<file path="src/rtl/sysu_bcd_scan_display.sv">
// Four-digit scanned common-anode 7-segment driver fed by BCD decade counters.
// Define SYSU_SCAN_LZB_EN to enable leading-zero blanking of digits 3..1.
module sysu_bcd_scan_display #(
    parameter int DIV = 50000
) (
    input  logic        CP,
    input  logic        R,
    input  logic [15:0] BCD,
    input  logic        LE,
    input  logic [3:0]  DP_IN,
    output logic [3:0]  AN,
    output logic [6:0]  SEG,
    output logic        DP,
    output logic        TICK
);

    localparam int CW = (DIV > 1) ? $clog2(DIV) : 1;

    logic [CW-1:0] cnt;
    logic [1:0]    idx;
    logic [1:0]    idx_next;
    logic [15:0]   shadow_bcd;
    logic [3:0]    shadow_dp;
    logic [3:0]    digit;
    logic          tick;
    logic          blank;

    function automatic logic [6:0] seg_decode(input logic [3:0] d);
        case (d)
            4'd0:    return 7'h40;
            4'd1:    return 7'h79;
            4'd2:    return 7'h24;
            4'd3:    return 7'h30;
            4'd4:    return 7'h19;
            4'd5:    return 7'h12;
            4'd6:    return 7'h02;
            4'd7:    return 7'h78;
            4'd8:    return 7'h00;
            4'd9:    return 7'h10;
            default: return 7'h06;
        endcase
    endfunction

    assign tick     = (cnt == CW'(DIV - 1));
    assign idx_next = idx + 2'd1;
    // The slot being loaded is the one after the advance, read from the pre-capture shadow.
    assign digit    = shadow_bcd[{idx_next, 2'b00} +: 4];

`ifdef SYSU_SCAN_LZB_EN
    // NOTE: every signal written in always_comb gets a default first, or a latch is inferred.
    always_comb begin
        blank = 1'b0;
        case (idx_next)
            2'd1:    blank = (shadow_bcd[15:4]  == 12'h000);
            2'd2:    blank = (shadow_bcd[15:8]  == 8'h00);
            2'd3:    blank = (shadow_bcd[15:12] == 4'h0);
            default: blank = 1'b0;
        endcase
    end
`else
    assign blank = 1'b0;
`endif

    // NOTE: sequential state uses non-blocking assignments so all registers update together.
    always_ff @(posedge CP) begin
        if (R) begin
            cnt        <= '0;
            idx        <= 2'd0;
            // NOTE: the shadow register is reset so a dark display never shows stale digits.
            shadow_bcd <= 16'h0000;
            shadow_dp  <= 4'h0;
            AN         <= 4'hF;
            SEG        <= 7'h7F;
            DP         <= 1'b1;
            TICK       <= 1'b0;
        end else begin
            if (LE) begin
                shadow_bcd <= BCD;
                shadow_dp  <= DP_IN;
            end

            cnt  <= tick ? '0 : cnt + CW'(1);
            TICK <= tick;

            if (tick) begin
                idx <= idx_next;
                if (blank) begin
                    AN  <= 4'hF;
                    SEG <= 7'h7F;
                    DP  <= 1'b1;
                end else begin
                    AN  <= ~(4'b0001 << idx_next);
                    SEG <= seg_decode(digit);
                    DP  <= ~shadow_dp[idx_next];
                end
            end
        end
    end

endmodule

</file>
<file path="config.mk">
export PLATFORM = sky130hd
export DESIGN_NAME = sysu_bcd_scan_display
export DESIGN_NICKNAME = d
export VERILOG_FILES = /design/src/rtl/sysu_bcd_scan_display.sv
export SDC_FILE = /design/constraint.sdc
export NUM_CORES = 1
export LEC_CHECK = 0
export BUFFER_PORTS_ARGS = -buffer_cell sky130_fd_sc_hd__buf_2
export CORE_UTILIZATION = 60
export DETAILED_ROUTE_END_ITERATION = 10
export GPL_ROUTABILITY_DRIVEN = 0
export MAX_ROUTING_LAYER = met4
export PLACE_DENSITY = 0.95
export SYNTH_ARGS = -nofsm -noshare
export SYNTH_HDL_FRONTEND = slang
export SYNTH_SLANG_ARGS = --single-unit
export TNS_END_PERCENT = 30
</file>
<file path="constraint.sdc">
create_clock -name CP -period 4.1 [get_ports CP]
set_input_delay 1.23 -clock CP [delete_from_list [all_inputs] [get_ports CP]]
set_output_delay 1.23 -clock CP [all_outputs]
set_load 0.1 [all_outputs]
</file>
==> results.txt <==
----------------------------------------------------
[CTS]
  Clock Pin Slew Worst Setup and Hold Paths ... 0.09 ns
  CTS HTree Levels ... 2
  Post-CTS Setup Bufs ... 0
  Root buffer selected by CTS ... sky130_fd_sc_hd__clkbuf_8
  Inserted Clock Buffers ... 5
  Number of hold-repair buffers added at the cts stage ... 0
  Clk Latency, worst-skew pair ... 0.31 ns
  CTS tree ... yes
  CTS Buffer Depth ... 2
  Sink count of the clock tree ... 51
  PostCTS Resize Cnt ... 0

[Yosys]
  Dominant cell by count in the synthesized netlist ... sky130_fd_sc_hd__dfxtp_1
  Number of nets produced by synthesis ... 258
  Dominant cell type by area after synthesis ... sky130_fd_sc_hd__dfxtp_1
  Share of the yosys chip area belonging to registers ... 45.08%
  Synth async-reset ratio ... 0%
  Yosys warning total ... 0
  Most common library cells after synthesis ... sky130_fd_sc_hd__dfxtp_1 (51), sky130_fd_sc_hd__nor2_1 (46), sky130_fd_sc_hd__mux2i_1 (21), sky130_fd_sc_hd__ha_1 (10), sky130_fd_sc_hd__xnor2_1 (8)
  Syn Inst Count ... 225
  Ys flop type ... sky130_fd_sc_hd__dfxtp_1
  Ranking of synthesized cells by area ... sky130_fd_sc_hd__dfxtp_1 (45%), sky130_fd_sc_hd__mux2i_1 (9.3%), sky130_fd_sc_hd__nor2_1 (7.6%)
  Library cells used by synthesis ... 39
  Number of enable-type register cells in the synthesized netlist ... 0
  Avg Synthesized Cell Area ... 10.07 sq um
  Synthesized cell area ... 2265 sq um
  Flip-flop and latch count after synthesis ... 51
  Top-area cell type share of the netlist area ... 45.08%

[Power]
  Power Dens Cells ... 352.9 nW/um^2
  Leakage ... 1.056 nW
  Worst vdd rail ir drop ... 0.3218 mV

[Setup path]
  Arrival time reported for the critical path endpoint ... 2.79 ns
  Startpoint types ... flop
  Flop-to-flop setup slack ... 1.52 ns
  CP Data Required Time ... 4.31 ns
  Stage delay of the slowest cell on the critical path ... 0.58 ns
  Critical-path cell list ... inv_1 -> ha_1 -> mux4_1 -> inv_1 -> ha_1 -> o21bai_1 -> a211oi_1 -> a211o_1
  WP buf/inv ... 2
  Start-to-end type of the worst setup path ... reg -> reg
  Nature of the critical path endpoint ... flop
  Largest delay contributor family on the critical path ... adder cells
  Slowest CP cell ... sky130_fd_sc_hd__dfxtp_1
  Maximum fanout count along the critical path ... 8

[Route]
  Average wire length per cell after detail routing ... 13.99 microns
  Vias after detailed routing ... 1,681
  DRC violations left ... 0
  Remaining antenna violation count ... 0
  Drt via density ... 5.548
  Routed WL ... 4239 microns
  DRC violation total after the first TritonRoute iteration ... 126
  Router iterations before antenna repair ... 4

[Die]
  Starting density of the core ... 65.30%
  Area of the core ... 3468 sq um
  Die height ... 63.44 microns
  Number of core rows ... 21
  Total die area ... 4024 sq um
  Number of placed I/O pins ... 36
  Width of the die ... 63.44 microns

[Min path]
  Worst min-delay path category ... reg -> reg

[STA]
  Clk_skew ... 0.003526 ns
  Summed negative setup slack over all endpoints ... 0 ns
  Fin crit share ... 62.92%
  Number of pins exceeding their max-slew limit in the final report ... 0
  Tmin final ... 2.580 ns
  Achievable Freq ... 387.7 MHz
  Setup repair after global routing missed its margin ... false
  Number of hold-slack violations in the final timing report ... 0
  Worst-case setup margin in the final layout ... 1.520 ns
  Number of failing setup endpoints in the final timing report ... 0
  Remaining max-slew budget at the tightest pin ... 58.14%
  Worst slew pin tran ... 0.6278 ns

[Global routing]
  Global-route wire length before repair ... 7203 microns
  Initial antenna violation count ... 0
  Global-route usage over all layers ... 24.15%
  Overflow after GRT ... 0
  Largest net degree at the start of global routing ... 38
  Vias in the first global route ... 1,593

[Placed design]
  Number of placed cells counting well taps ... 295
  Port-buffer cells ... 35
  Hpwl dp ... 2913 microns
  Pre-CTS worst setup slack ... 1.550 ns

[Finish]
  Number of standard cells in the layout, taps in and fillers out ... 303
  Number of nets in the final layout ... 289
  Area growth syn-to-layout ... 12.21%
  Antenna fix cells ... 0
  Filler Cells Inserted ... 251
  Share of cells above drive strength 1 ... 19.07%

[Status]
  Outcome ... finished clean

[Job]
  Maxcap violations ... 0

----------------------------------------------------
## worst reg2reg max path: stages (launching register included)
cell,delay [ns]
sky130_fd_sc_hd__dfxtp_1,0.58
sky130_fd_sc_hd__inv_1,0.18
sky130_fd_sc_hd__ha_1,0.44
sky130_fd_sc_hd__mux4_1,0.37
sky130_fd_sc_hd__inv_1,0.13
sky130_fd_sc_hd__ha_1,0.23
sky130_fd_sc_hd__o21bai_1,0.20
sky130_fd_sc_hd__a211oi_1,0.07
sky130_fd_sc_hd__a211o_1,0.27
## report_power, final
group / total [mW] / internal [mW] / switching (mW) / leakage, nW
clock network: 0.313 / 0.154 / 0.159 / 0.0515
logic: 0.0663 / 0.0310 / 0.0353 / 0.589
registers: 0.517 / 0.509 / 0.00823 / 0.416
## through the flow
stage	utilization, %	hold slack, ns	area, sq um	total power, mW
floorplan	-	0.4297	2265	0.5749
global placement	70.38	0.4375	2441	0.5902
detailed placement	70.38	0.4491	2441	0.5949
CTS	73.27	0.4694	2541	0.8993
global route	73.27	0.4951	2541	0.9296
finish	73.27	0.4651	2541	0.8967
## layout by cell type, fill, tap and decap left out, types with 2 or more instances in the layout
cell type                  synthesis  routed
sky130_fd_sc_hd__mux4_1            3       3
sky130_fd_sc_hd__xor2_1            6       6
sky130_fd_sc_hd__mux4_2            2       2
sky130_fd_sc_hd__dfxtp_1          51      51
sky130_fd_sc_hd__mux2i_1          21      21
sky130_fd_sc_hd__nand4_1           5       5
sky130_fd_sc_hd__nor2_1           46      46
sky130_fd_sc_hd__a21oi_1           6       6
sky130_fd_sc_hd__nor3_1            2       2
sky130_fd_sc_hd__a211o_1           6       6
sky130_fd_sc_hd__buf_2             2      35
sky130_fd_sc_hd__ha_1             10      10
sky130_fd_sc_hd__nand2_1           5       5
sky130_fd_sc_hd__o21ai_0           3       3
sky130_fd_sc_hd__o21ai_1           3       3
sky130_fd_sc_hd__o31ai_1           3       3
sky130_fd_sc_hd__and3_1            2       2
sky130_fd_sc_hd__xnor2_1           8       8
sky130_fd_sc_hd__nand3_1           5       5
sky130_fd_sc_hd__inv_1             7       7
sky130_fd_sc_hd__and4_1            3       3
sky130_fd_sc_hd__nor4_1            2       2
sky130_fd_sc_hd__clkbuf_8          0       7
## sequential cells by signal (all words and copies together), names as in the netlist
| register | count |
|---|---|
| cnt | 16 |
| shadow_bcd | 16 |
| SEG | 7 |
| AN | 4 |
| shadow_dp | 4 |
| idx | 2 |
| DP | 1 |
| TICK | 1 |
## path summary, 6_finish.rpt
path              startpoint      to  depth (start not counted)
setup reg to reg      idx[0]  SEG[3]                          8
hold reg to reg        AN[3]   AN[3]                          1
setup / recovery      idx[0]  SEG[3]                          8
hold / removal         AN[3]   AN[3]                          1
## final cells by class
type | instances | area (sq um) | share of cell area [%]
tap | 46 | 57.56 | 2.265
multi-input combinational | 155 | 1154 | 45.40
clock buffer | 8 | 100.1 | 3.939
timing repair buffer | 36 | 182.7 | 7.189
sequential | 51 | 1021 | 40.18
inverter | 7 | 26.28 | 1.034
## cell families (layout without fill, tap and decap cells)
logic type	Yosys count	after routing	share of synthesized area [%]
xor gates and xnor gates	14	14	5.414
AOI/OAI and AO/OA	27	27	8.122
DFF	51	51	45.08
muxes	27	27	15.25
adders and majority gates	10	10	5.525
and+or+nand+nor	77	77	16.63
buffers and inverters	19	51	3.978
## per-layer routing
layer	GRT usage, %	routed length [microns]
met4	11.08	113
met1	28.05	1919
met3	6.703	170
met2	38.56	2035
met5	-	0
Power figures use the tool's default switching activity.
